### config.mk
export PLATFORM = sky130hd
export DESIGN_NAME = sprite_cmd_encoder_flat
export DESIGN_NICKNAME = d
export VERILOG_FILES = /design/src/rtl/sprite_cmd_encoder_pkg.sv /design/src/rtl/sprite_cmd_encoder_if.sv /design/src/rtl/sprite_cmd_encoder_fifo.sv /design/src/rtl/sprite_cmd_encoder.sv /design/src/flat_wrapper.sv
export SDC_FILE = /design/constraint.sdc
export NUM_CORES = 1
export LEC_CHECK = 0
export CORE_MARGIN = 2
export CORE_UTILIZATION = 45
export CTS_CLUSTER_SIZE = 40
export DETAILED_ROUTE_END_ITERATION = 10
export DONT_BUFFER_PORTS = 1
export GPL_TIMING_DRIVEN = 0
export MAX_ROUTING_LAYER = met4
export PLACE_DENSITY = 0.67
export REMOVE_ABC_BUFFERS = 1
export SYNTH_ARGS = -nofsm -noshare
export SYNTH_HDL_FRONTEND = slang
export SYNTH_SLANG_ARGS = --single-unit
export TNS_END_PERCENT = 50
### constraint.sdc
create_clock -name clk -period 6.1 [get_ports clk]
set_clock_uncertainty 0.2 [all_clocks]
set_input_delay 0.915 -clock clk [delete_from_list [all_inputs] [get_ports clk]]
set_output_delay 0.915 -clock clk [all_outputs]
set_load 0.01 [all_outputs]
### src/rtl/sprite_cmd_encoder_pkg.sv
// Shared types and constants for the sprite command encoder: command word
// layout, request record, FSM state encoding and word-building helpers.
package sprite_cmd_pkg;

    localparam int SUB_COMP_W = 6;
    localparam int CHILD_W    = 5;
    localparam int INFO_W     = 4;
    localparam int TYPE_W     = 3;
    localparam int MSG_W      = 13;
    localparam int MASK_W     = 4;
    localparam int PATTERN_W  = 5;
    localparam int COORD_W    = 10;

    localparam int MSG_VISIBLE_BIT = 12;
    localparam int MSG_FLIP_BIT    = 11;

    localparam logic [INFO_W-1:0] INFO_WRITE = 4'b0001;
    localparam logic [INFO_W-1:0] INFO_FLUSH = 4'b1111;

    localparam logic [TYPE_W-1:0] TYPE_NONE  = 3'b000;
    localparam logic [TYPE_W-1:0] TYPE_ATTR  = 3'b001;
    localparam logic [TYPE_W-1:0] TYPE_X     = 3'b010;
    localparam logic [TYPE_W-1:0] TYPE_Y     = 3'b011;
    localparam logic [TYPE_W-1:0] TYPE_SHIFT = 3'b100;

    typedef enum logic [2:0] {
        S_IDLE,
        S_POP,
        S_EMIT,
        S_GAP,
        S_FLUSH,
        S_FGAP
    } enc_state_t;

    typedef struct packed {
        logic [SUB_COMP_W-1:0] sub_comp;
        logic [CHILD_W-1:0]    child;
        logic [INFO_W-1:0]     info;
        logic [TYPE_W-1:0]     typ;
        logic                  pp_selc;
        logic [MSG_W-1:0]      msg;
    } cmd_word_t;

    typedef struct packed {
        logic [SUB_COMP_W-1:0] sub_comp;
        logic [CHILD_W-1:0]    child;
        logic [MASK_W-1:0]     mask;
        logic                  visible;
        logic                  flip;
        logic [PATTERN_W-1:0]  pattern;
        logic [COORD_W-1:0]    x;
        logic [COORD_W-1:0]    y;
        logic [COORD_W-1:0]    shift;
    } cmd_req_t;

    localparam int REQ_W = $bits(cmd_req_t);

    // Mask bit 0 is serviced first, bit 3 last.
    function automatic logic [1:0] lowest_field(input logic [MASK_W-1:0] mask);
        logic [1:0] f;
        if (mask[0])      f = 2'd0;
        else if (mask[1]) f = 2'd1;
        else if (mask[2]) f = 2'd2;
        else              f = 2'd3;
        return f;
    endfunction

    function automatic cmd_word_t field_word(input cmd_req_t r, input logic [1:0] f,
                                             input logic pp);
        cmd_word_t w;
        w          = '0;
        w.sub_comp = r.sub_comp;
        w.child    = r.child;
        w.info     = INFO_WRITE;
        w.pp_selc  = pp;
        case (f)
            2'd0: begin
                w.typ                      = TYPE_ATTR;
                w.msg[MSG_VISIBLE_BIT]     = r.visible;
                w.msg[MSG_FLIP_BIT]        = r.flip;
                w.msg[PATTERN_W-1:0]       = r.pattern;
            end
            2'd1: begin
                w.typ                = TYPE_X;
                w.msg[COORD_W-1:0]   = r.x;
            end
            2'd2: begin
                w.typ                = TYPE_Y;
                w.msg[COORD_W-1:0]   = r.y;
            end
            default: begin
                w.typ                = TYPE_SHIFT;
                w.msg[COORD_W-1:0]   = r.shift;
            end
        endcase
        return w;
    endfunction

    function automatic cmd_word_t flush_word(input logic [SUB_COMP_W-1:0] sub,
                                             input logic pp);
        cmd_word_t w;
        w          = '0;
        w.sub_comp = sub;
        w.info     = INFO_FLUSH;
        w.typ      = TYPE_NONE;
        w.pp_selc  = pp;
        return w;
    endfunction

endpackage

### src/rtl/sprite_cmd_encoder_if.sv
// Request/command bus of the sprite command encoder. The master side is the
// game logic plus the display fan-out; the slave side is the encoder.
// Optional macro CMD_WORD_COUNT_EN adds words_last_frame.
interface sprite_cmd_encoder_if;
    logic        req_valid;
    logic        req_ready;
    logic [5:0]  req_sub_comp;
    logic [4:0]  req_child;
    logic [3:0]  req_mask;
    logic        req_visible;
    logic        req_flip;
    logic [4:0]  req_pattern;
    logic [9:0]  req_x;
    logic [9:0]  req_y;
    logic [9:0]  req_shift;
    logic        frame_end;
    logic [31:0] writedata;
    logic        back_buf;
    logic        flush_overrun;
`ifdef CMD_WORD_COUNT_EN
    logic [15:0] words_last_frame;
`endif

    modport master (
        output req_valid, req_sub_comp, req_child, req_mask, req_visible, req_flip,
               req_pattern, req_x, req_y, req_shift, frame_end,
        input  req_ready, writedata, back_buf, flush_overrun
`ifdef CMD_WORD_COUNT_EN
        , input words_last_frame
`endif
    );

    modport slave (
        input  req_valid, req_sub_comp, req_child, req_mask, req_visible, req_flip,
               req_pattern, req_x, req_y, req_shift, frame_end,
        output req_ready, writedata, back_buf, flush_overrun
`ifdef CMD_WORD_COUNT_EN
        , output words_last_frame
`endif
    );
endinterface

### src/rtl/sprite_cmd_encoder_fifo.sv
// Synchronous request FIFO. DEPTH must be a power of two so the pointers wrap
// naturally; writes while full and reads while empty are ignored.
module cmd_req_fifo #(
    parameter int DEPTH = 8,
    parameter int WIDTH = 8
) (
    input  logic             clk,
    input  logic             reset,
    input  logic             push_i,
    input  logic [WIDTH-1:0] wdata_i,
    input  logic             pop_i,
    output logic [WIDTH-1:0] rdata_o,
    output logic             full_o,
    output logic             empty_o
);
    localparam int AW = $clog2(DEPTH);
    localparam logic [AW:0] FULL_CNT = DEPTH[AW:0];

    logic [WIDTH-1:0] mem [DEPTH];
    logic [AW-1:0]    wr_ptr_q, rd_ptr_q;
    logic [AW:0]      count_q, count_d;
    logic             push_ok, pop_ok;

    assign full_o  = (count_q == FULL_CNT);
    assign empty_o = (count_q == '0);
    assign push_ok = push_i && !full_o;
    assign pop_ok  = pop_i && !empty_o;
    assign rdata_o = mem[rd_ptr_q];

    // Occupancy follows accepted pushes and pops.
    always_comb begin
        count_d = count_q;
        if (push_ok && !pop_ok)      count_d = count_q + 1'b1;
        else if (!push_ok && pop_ok) count_d = count_q - 1'b1;
    end

    // Storage array carries no reset; only the pointers define validity.
    always_ff @(posedge clk) begin
        if (push_ok) mem[wr_ptr_q] <= wdata_i;
    end

    // Pointer and occupancy registers.
    always_ff @(posedge clk or posedge reset) begin
        if (reset) begin
            wr_ptr_q <= '0;
            rd_ptr_q <= '0;
            count_q  <= '0;
        end else begin
            if (push_ok) wr_ptr_q <= wr_ptr_q + 1'b1;
            if (pop_ok)  rd_ptr_q <= rd_ptr_q + 1'b1;
            count_q <= count_d;
        end
    end
endmodule

### src/rtl/sprite_cmd_encoder.sv
// Sprite command encoder: turns queued object updates into one-cycle command
// words separated by idle words, and inserts one buffer-swap flush per frame.
// Optional macro CMD_WORD_COUNT_EN adds the words_last_frame statistic.
//
// state   | meaning
// S_IDLE  | waiting; pending flush beats queued requests
// S_POP   | latch FIFO head into the working register
// S_EMIT  | drive word for lowest remaining field
// S_GAP   | idle word between fields
// S_FLUSH | drive flush word
// S_FGAP  | idle word, swap back buffer
module sprite_cmd_encoder
    import sprite_cmd_pkg::*;
#(
    parameter int                    FIFO_DEPTH     = 8,
    parameter logic [SUB_COMP_W-1:0] FLUSH_SUB_COMP = 6'd0
) (
    input logic                 clk,
    input logic                 reset,
    sprite_cmd_encoder_if.slave bus
);
    enc_state_t state_q, state_d;
    cmd_req_t   work_q, work_d;
    cmd_req_t   req_in, head;
    cmd_word_t  wdata;
    logic       back_buf_q, back_buf_d;
    logic       pending_q, pending_d;
    logic       overrun_q, overrun_d;
    logic       fifo_full, fifo_empty, fifo_pop;
    logic [1:0] cur_field;

    assign req_in = '{sub_comp: bus.req_sub_comp, child: bus.req_child, mask: bus.req_mask,
                      visible: bus.req_visible, flip: bus.req_flip, pattern: bus.req_pattern,
                      x: bus.req_x, y: bus.req_y, shift: bus.req_shift};

    cmd_req_fifo #(.DEPTH(FIFO_DEPTH), .WIDTH(REQ_W)) u_fifo (
        .clk     (clk),
        .reset   (reset),
        .push_i  (bus.req_valid),
        .wdata_i (req_in),
        .pop_i   (fifo_pop),
        .rdata_o (head),
        .full_o  (fifo_full),
        .empty_o (fifo_empty)
    );

    assign cur_field         = lowest_field(work_q.mask);
    assign bus.req_ready     = !fifo_full;
    assign bus.writedata     = wdata;
    assign bus.back_buf      = back_buf_q;
    assign bus.flush_overrun = overrun_q;

    // Next-state, word output and flush bookkeeping.
    always_comb begin
        state_d    = state_q;
        work_d     = work_q;
        back_buf_d = back_buf_q;
        pending_d  = pending_q;
        overrun_d  = overrun_q;
        wdata      = '0;
        fifo_pop   = 1'b0;

        // A strobe landing while the flush is being driven is a fresh request.
        if (bus.frame_end && pending_q && state_q != S_FLUSH) overrun_d = 1'b1;

        case (state_q)
            S_IDLE: begin
                if (pending_q)        state_d = S_FLUSH;
                else if (!fifo_empty) state_d = S_POP;
            end
            S_POP: begin
                fifo_pop = 1'b1;
                work_d   = head;
                state_d  = (head.mask == '0) ? S_IDLE : S_EMIT;
            end
            S_EMIT: begin
                wdata                  = field_word(work_q, cur_field, back_buf_q);
                work_d.mask[cur_field] = 1'b0;
                state_d                = S_GAP;
            end
            S_GAP: begin
                state_d = (work_q.mask != '0) ? S_EMIT : S_IDLE;
            end
            S_FLUSH: begin
                wdata     = flush_word(FLUSH_SUB_COMP, back_buf_q);
                pending_d = 1'b0;
                state_d   = S_FGAP;
            end
            S_FGAP: begin
                back_buf_d = !back_buf_q;
                state_d    = S_IDLE;
            end
            default: state_d = S_IDLE;
        endcase

        if (bus.frame_end) pending_d = 1'b1;
    end

    // State and bookkeeping registers.
    always_ff @(posedge clk or posedge reset) begin
        if (reset) begin
            state_q    <= S_IDLE;
            work_q     <= '0;
            back_buf_q <= 1'b1;
            pending_q  <= 1'b0;
            overrun_q  <= 1'b0;
        end else begin
            state_q    <= state_d;
            work_q     <= work_d;
            back_buf_q <= back_buf_d;
            pending_q  <= pending_d;
            overrun_q  <= overrun_d;
        end
    end

`ifdef CMD_WORD_COUNT_EN
    logic [15:0] word_cnt_q, word_cnt_d;
    logic [15:0] words_last_q, words_last_d;

    // Count normal words per frame; snapshot and restart at each flush.
    always_comb begin
        word_cnt_d   = word_cnt_q;
        words_last_d = words_last_q;
        if (state_q == S_FLUSH) begin
            words_last_d = word_cnt_q;
            word_cnt_d   = '0;
        end else if (state_q == S_EMIT && word_cnt_q != 16'hFFFF) begin
            word_cnt_d = word_cnt_q + 16'd1;
        end
    end

    // Word counter registers.
    always_ff @(posedge clk or posedge reset) begin
        if (reset) begin
            word_cnt_q   <= '0;
            words_last_q <= '0;
        end else begin
            word_cnt_q   <= word_cnt_d;
            words_last_q <= words_last_d;
        end
    end

    assign bus.words_last_frame = words_last_q;
`endif
endmodule

### src/flat_wrapper.sv
// flat-port wrapper written by rule: the top's interface ports become plain ports
module sprite_cmd_encoder_flat import sprite_cmd_pkg::*;
#(
    parameter int                    FIFO_DEPTH     = 8,
    parameter logic [SUB_COMP_W-1:0] FLUSH_SUB_COMP = 6'd0
)
  (clk, reset, bus_req_valid, bus_req_sub_comp, bus_req_child, bus_req_mask, bus_req_visible, bus_req_flip, bus_req_pattern, bus_req_x, bus_req_y, bus_req_shift, bus_frame_end, bus_req_ready, bus_writedata, bus_back_buf, bus_flush_overrun);
  sprite_cmd_encoder_if bus_i ();
  input logic clk;
  input logic reset;
  input wire logic [$bits(bus_i.req_valid)-1:0] bus_req_valid;
  input wire logic [$bits(bus_i.req_sub_comp)-1:0] bus_req_sub_comp;
  input wire logic [$bits(bus_i.req_child)-1:0] bus_req_child;
  input wire logic [$bits(bus_i.req_mask)-1:0] bus_req_mask;
  input wire logic [$bits(bus_i.req_visible)-1:0] bus_req_visible;
  input wire logic [$bits(bus_i.req_flip)-1:0] bus_req_flip;
  input wire logic [$bits(bus_i.req_pattern)-1:0] bus_req_pattern;
  input wire logic [$bits(bus_i.req_x)-1:0] bus_req_x;
  input wire logic [$bits(bus_i.req_y)-1:0] bus_req_y;
  input wire logic [$bits(bus_i.req_shift)-1:0] bus_req_shift;
  input wire logic [$bits(bus_i.frame_end)-1:0] bus_frame_end;
  output wire logic [$bits(bus_i.req_ready)-1:0] bus_req_ready;
  output wire logic [$bits(bus_i.writedata)-1:0] bus_writedata;
  output wire logic [$bits(bus_i.back_buf)-1:0] bus_back_buf;
  output wire logic [$bits(bus_i.flush_overrun)-1:0] bus_flush_overrun;
  assign bus_i.req_valid = bus_req_valid;
  assign bus_i.req_sub_comp = bus_req_sub_comp;
  assign bus_i.req_child = bus_req_child;
  assign bus_i.req_mask = bus_req_mask;
  assign bus_i.req_visible = bus_req_visible;
  assign bus_i.req_flip = bus_req_flip;
  assign bus_i.req_pattern = bus_req_pattern;
  assign bus_i.req_x = bus_req_x;
  assign bus_i.req_y = bus_req_y;
  assign bus_i.req_shift = bus_req_shift;
  assign bus_i.frame_end = bus_frame_end;
  assign bus_req_ready = bus_i.req_ready;
  assign bus_writedata = bus_i.writedata;
  assign bus_back_buf = bus_i.back_buf;
  assign bus_flush_overrun = bus_i.flush_overrun;
  sprite_cmd_encoder #(.FIFO_DEPTH(FIFO_DEPTH), .FLUSH_SUB_COMP(FLUSH_SUB_COMP)) u_core (.clk(clk), .reset(reset), .bus(bus_i));
endmodule
* Yosys cells after proc, flatten, opt, wreduce, memory -nomap -nowiden
Memories as Yosys holds them, arrays and structs flattened. Cells that the tools add are included.
Word-level totals: register bits after elaboration 68, RAM bits 416, bits of input ports 56, output and inout port bits 35, word-level logic and storage cells 78, memories kept 1
Memory list:
- u_core.u_fifo.mem | words 8, width 52, read ports 1, clocked after memory_dff 0, write ports 1, line sprite_cmd_encoder_fifo.sv:19 | logic [WIDTH-1:0] mem [DEPTH];
Operators by class: add/subtract/negate cells 4, order comparisons 2, equality and inequality tests 10, multiplexer cells 23, bitwise operators 2, reductions and logical operators 20
Operator list (number):
- $pmux W32 S2 | 1
- $pmux W5 S3 | 2
- $pmux W3 S5 | 1
- $mux W2 | 5
- $pmux W3 S3 | 1
- $logic_not A4 Y1 | 2
- $mux W4 | 2
- $pmux W4 S2 | 1
- $logic_and A1 B1 Y1 | 7
- $mux W1 | 7
- $add A3 B1 Y3 const B | 2
- $eq A3 B2 Y1 const B | 2
- $eq A3 B3 Y1 const B | 2
- $mux W3 | 2
- $reduce_bool A2 Y1 | 3
- $logic_not A1 Y1 | 5
- $add A4 B1 Y4 const B | 1
- $and A4 B4 Y4 | 1
- $eq A4 B4 Y1 const B | 1
- $not A4 Y4 | 1
- $reduce_bool A4 Y1 | 1
- $sub A4 B1 Y4 const B | 1
- $eq A3 B1 Y1 const B | 1
- $logic_not A3 Y1 | 1
- other kinds (8) | 8

* Depth between registers and ports, before layout
word-level depth 10, gate-level depth with buffers 12, mapped depth without buffers 12

* By module
A second synthesis with hierarchy kept.
Second synthesis, totals: cells, all modules 883, area total of the unflattened synthesis 19193.4 um^2
Modules (own cells, without submodules):
- cmd_req_fifo | times used 1, cells an instance 667, area an instance 16475.8 um^2, sequential area each 12742.2 um^2
- sprite_cmd_encoder | times used 1, cells an instance 216, area an instance 2717.6 um^2, sequential area each 1452.6 um^2

* Worst setup path after synthesis
No wires, ideal clock.
kind input -> register, start point input port bus_req_valid, end point memory u_core.u_fifo.mem[0][0] (netlist name), enable pin, arrival time 6.000 ns, required time 5.310 ns, slack -0.690 ns, cell stages on the path 2, cell sequence nand2_1 nor4_1
Between the ends: word-level cells in the longest chain between the ends 3
RTL lines:
- start: declaration | line flat_wrapper.sv:11 | input wire logic [$bits(bus_i.req_valid)-1:0] bus_req_valid;
- $logic_and A1 B1 Y1 | line sprite_cmd_encoder_fifo.sv:26 | assign push_ok = push_i && !full_o;
- $mux W1 | line sprite_cmd_encoder_fifo.sv:39 | if (push_ok) mem[wr_ptr_q] <= wdata_i;
- $mux W1 (implied by the code) | line sprite_cmd_encoder_fifo.sv:39
- end: declaration | line sprite_cmd_encoder_fifo.sv:19
Every way passes these cells.

* Worst setup path after layout
start point register u_core.work_q[39] (netlist name), end point output port bus_writedata[1]
Between the ends: word-level cells in the longest chain between the ends 6, elaborated cells between the ends (all ways) 8, classes of those cells eq/ne (2); mux (5); reduce/logical (1)
RTL lines:
- start: declaration | line sprite_cmd_encoder.sv:23 | cmd_req_t work_q, work_d;
- start signal: assignment | line sprite_cmd_encoder.sv:109 | work_q <= work_d;
- $mux W1 * | line sprite_cmd_encoder_pkg.sv:63 | else if (mask[2]) f = 2'd2;
- $mux W2 * | line sprite_cmd_encoder_pkg.sv:62 | else if (mask[1]) f = 2'd1;
- $mux W2 * | line sprite_cmd_encoder_pkg.sv:61 | if (mask[0]) f = 2'd0;
- $eq A2 B2 Y1, or another cell as far along | line sprite_cmd_encoder_pkg.sv:76 | case (f)
- $pmux W5 S3 * | line sprite_cmd_encoder_pkg.sv:76
- $pmux W32 S2 * | line sprite_cmd_encoder.sv:66 | case (state_q)
- end: declaration | line flat_wrapper.sv:23 | output wire logic [$bits(bus_i.writedata)-1:0] bus_writedata;
Every way passes the cells marked *; elsewhere a longest branch is shown, timed or not.

==> metrics.md <==
| Metric | Value |
|---|---|
| Status | `complete, no violations` |
| Worst Setup EP | `bus_writedata[1]` |
| Initial antenna violation count | `0` |
| Layout cells sized above 1 | `24.2%` |
| # DRC | `0` |
| Core area | `approximately 0.041 sq mm` |
| CTS Buffer Depth | `3` |
| Post-synth top area share | `between 60% and 70%` |
| Peak VDD IR | `0.000246 V` |
| Setup violations, final | `0` |
| Inst Count DP | `1462` |
| CTS sink count | `between 400 and 500` |
| Asr flop ratio synth | `14.0%` |
| Max Slew Vio Count | `0` |
| H-tree levels | `2` |
| Die footprint | `0.0431 sq mm` |
| # fillers | `3163` |
| Syn avg cell area | `20.0 sq um` |
| WHS | `between 0.2 and 0.25 ns` |
| Via count of the first global-routing pass | `9208` |
| Reg2reg end | `u_core.u_fifo.count_q[3]` |
| CTS tree | `built` |
| Die Ht | `208 um` |
| CP Cell Sequence | `or3_1 -> o221ai_1 -> a21oi_1` |
| Drt wl/cell | `24.8 um` |
| Worst Setup End Kind | `output pin` |
| Setup TNS | `0 ns` |
| Clk_lat worst skew | `0.57 ns` |
| Place WS | `2.89 ns` |
| Slew headroom | `a little under two fifths` |
| Die width | `208 um` |
| Drt initial violations | `748` |
| Multi-input combinational cell area | `around 0.0042 sq mm` |
| GRT Util Overall | `18.7%` |
| Worst setup SP type | `flop` |
| Crit path kind | `flop to output pin` |
| Worst Path Required | `4.98 ns` |
| Max-cap violations | `0` |
| Synth Flop Type | `edfxtp_1` |
| Final std cells w/o fill | `1554` |
| Final worst slack | `2.35 ns` |
| Clock slew at reported path FFs | `roughly 0.060 ns` |
| Min Tclk post-route | `3.75 ns` |
| Hold Path Cell Cnt | `0` |
| Site Rows | `74` |
| WP data arrival | `around 2.6 ns` |
| CP Max Fanout | `16` |
| Mapped cell area | `roughly 0.019 sq mm` |
| Clock Tree Root | `clkbuf_16` |
| R2r worst-path depth | `11` |
| NumNets Final | `1044` |
| First-pass detailed-route iteration total | `5` |
| Boundary Pins | `91` |
| Sequential fraction of the synthesis area | `76.1%` |
| Post-synth EDFFs | `416` |
| Reg2Reg Setup Slack | `roughly 3 ns` |
| Flops & latches, synth | `484` |
| Total gr overflow | `0` |
| First-pass GRT wire length | `58400 um` |
| Power per Cell Area | `approximately 490 mW/mm^2` |
| Worst-margin pin slew | `approximately 0.95 ns` |
| CTS-repair resized insts | `0` |
| TritonCTS Buffers | `49` |
| Worst reg2reg startpoint | `u_core.state_q[0]` |
| RSZ-0062 raised after global routing | `no` |
| Initial Utilization | `a little under half` |
| DP HPWL | `23800 um` |
| Final Hold Vio Count | `0` |
| Top area cells in the synthesized netlist | `edfxtp_1 67%, mux4_2 13%, dfrtp_1 9.0%, mux2i_1 2.9%, o21ai_1 1.3%` |
| Synth unique cells | `44` |
| Crit path largest cell delay | `0.97 ns` |
| Worst min-delay path class | `input port to flop` |
| Fin crit share | `61.6%` |
| Synthesis Warnings | `0` |
| Routed WL | `38600 um` |
| Synth Instances | `932` |
| Tot Pwr | `approximately 10 mW` |
| Highest Clock Rate | `roughly 0.27 GHz` |
| Pin count of the biggest net entering global routing | `62` |
| I/O Buffers | `0` |
| Worst setup path start | `u_core.work_q[39]` |
| Static leakage | `slightly above 7 nW` |
| DRT antenna net count | `0` |
| Routability congestion estimate | `a little under 0.7` |
| Vias per cell | `5.67` |
| ANT cells | `0` |
| CP max stage cell | `dfrtp_1` |
| Area growth syn-to-layout | `14.8%` |
| Area leader, netlist | `edfxtp_1` |
| DR vias | `8806` |
| Register area | `0.0142 sq mm` |
## routing by layer
metal  part of all wire, %  vias up  wire length, um  global-route usage (%)
li1                      -     3830                -                       -
met1                    42     4683            16300                    24.7
met2                    50      234            19300                    29.9
met3                   5.9       59             2290                    4.02
met4                   1.8        0              677                    4.55
met5                     0        -                0                       -
## how the worst min path moves through the flow
stage	from	endpoint	slack, ns
finish	bus_req_shift[4]	u_core.u_fifo.mem[0][4]	0.23
global route	bus_req_shift[4]	u_core.u_fifo.mem[0][4]	0.20
CTS	bus_req_x[0]	u_core.u_fifo.mem[7][20]	0.20
detailed placement	u_core.work_q[35]	u_core.work_q[35]	0.27
global placement	u_core.work_q[47]	u_core.work_q[47]	0.27
floorplan	u_core.work_q[41]	u_core.work_q[41]	0.25
## cell usage after synthesis (5+ instances only)
| library cell | instances |
|---|---|
| a21oi_1 | 12 |
| and2_1 | 12 |
| buf_2 | 17 |
| buf_4 | 12 |
| clkbuf_1 | 17 |
| dfrtp_1 | 67 |
| edfxtp_1 | 416 |
| ha_1 | 5 |
| inv_1 | 6 |
| mux2i_1 | 54 |
| mux4_2 | 104 |
| nand2_1 | 61 |
| nor2_1 | 12 |
| nor2b_1 | 5 |
| nor3_1 | 22 |
| o21ai_1 | 49 |
| o22ai_1 | 6 |
| xnor2_1 | 7 |
## worst max-delay path, delay by kind of cell, from the launching register on
family | cells | cell delay (ns)
AO/OA/AOI/OAI | 2 | 0.68
AND/OR/NAND/NOR | 1 | 0.42
flip-flops | 1 | 0.97
## registers in the layout, summed over array words and instances (netlist names)
| name | flops |
|---|---|
| u_core.u_fifo.mem | 416 |
| u_core.work_q | 52 |
| u_core.u_fifo.count_q | 4 |
| u_core.state_q | 3 |
| u_core.u_fifo.rd_ptr_q | 3 |
| u_core.u_fifo.wr_ptr_q | 3 |
| u_core.bus.back_buf | 1 |
| u_core.bus.flush_overrun | 1 |
| u_core.pending_q | 1 |
## stage by stage
step / cell area (sq um) / utilization (%)
after global placement: 19000 / 46.6
after global routing: 21400 / 52.5
after CTS: 21400 / 52.5
after detailed placement: 19800 / 48.5
final: 21400 / 52.5
after floorplan: 18400 / -
## cell families (layout without fill, tap and decap cells)
family / after synthesis / count (layout) / synth area share [%]
XOR/XNOR: 9 / 9 / 0.423
AND/OR/NAND/NOR: 127 / 127 / 3.19
multiplexers: 163 / 163 / 15.8
AO/OA/AOI/OAI: 81 / 81 / 2.39
buffers and inverters: 61 / 151 / 1.70
other: 1 / 1 / 0.0201
flip-flops: 484 / 484 / 76.1
adder cells (fa/ha/maj): 6 / 6 / 0.443
## repair_timing
item | 4_1_cts | 5_1_grt
setup endpoints to repair | 0 | 0
endpoints found under the hold margin | 21 | 0
hold buffers | 1 | 0
buffers inserted | 0 | 0
## power by group
part	total [mW]	internal [mW]	switching (mW)
registers	4.74	4.25	0.483
logic	2.69	1.34	1.35
clock network	2.98	1.76	1.22
## layout by cell type, fill, tap and decap left out, drive strengths merged, types with 3 or more instances in the layout
cell      n
edfxtp  416
mux4    104
clkbuf   71
dfrtp    67
nand2    61
mux2i    54
o21ai    53
buf      51
nor3     23
clkinv   15
nor2     13
a21oi    12
and2     12
inv       9
xnor2     7
o22ai     6
nor2b     5
ha        5
mux2      5
bufinv    4
nand2b    3
o221ai    3
## cell type report
| cell class | count | area share [%] |
|---|---|---|
| flip-flops and latches | 484 | 66.3 |
| multi-input cells | 387 | 19.6 |
| clock buffers | 71 | 6.53 |
| repair buffers | 52 | 3.31 |
| well taps | 532 | 3.11 |
| clock inverters | 20 | 1.01 |
| inverters | 8 | 0.152 |
Power figures use the tool's default switching activity.
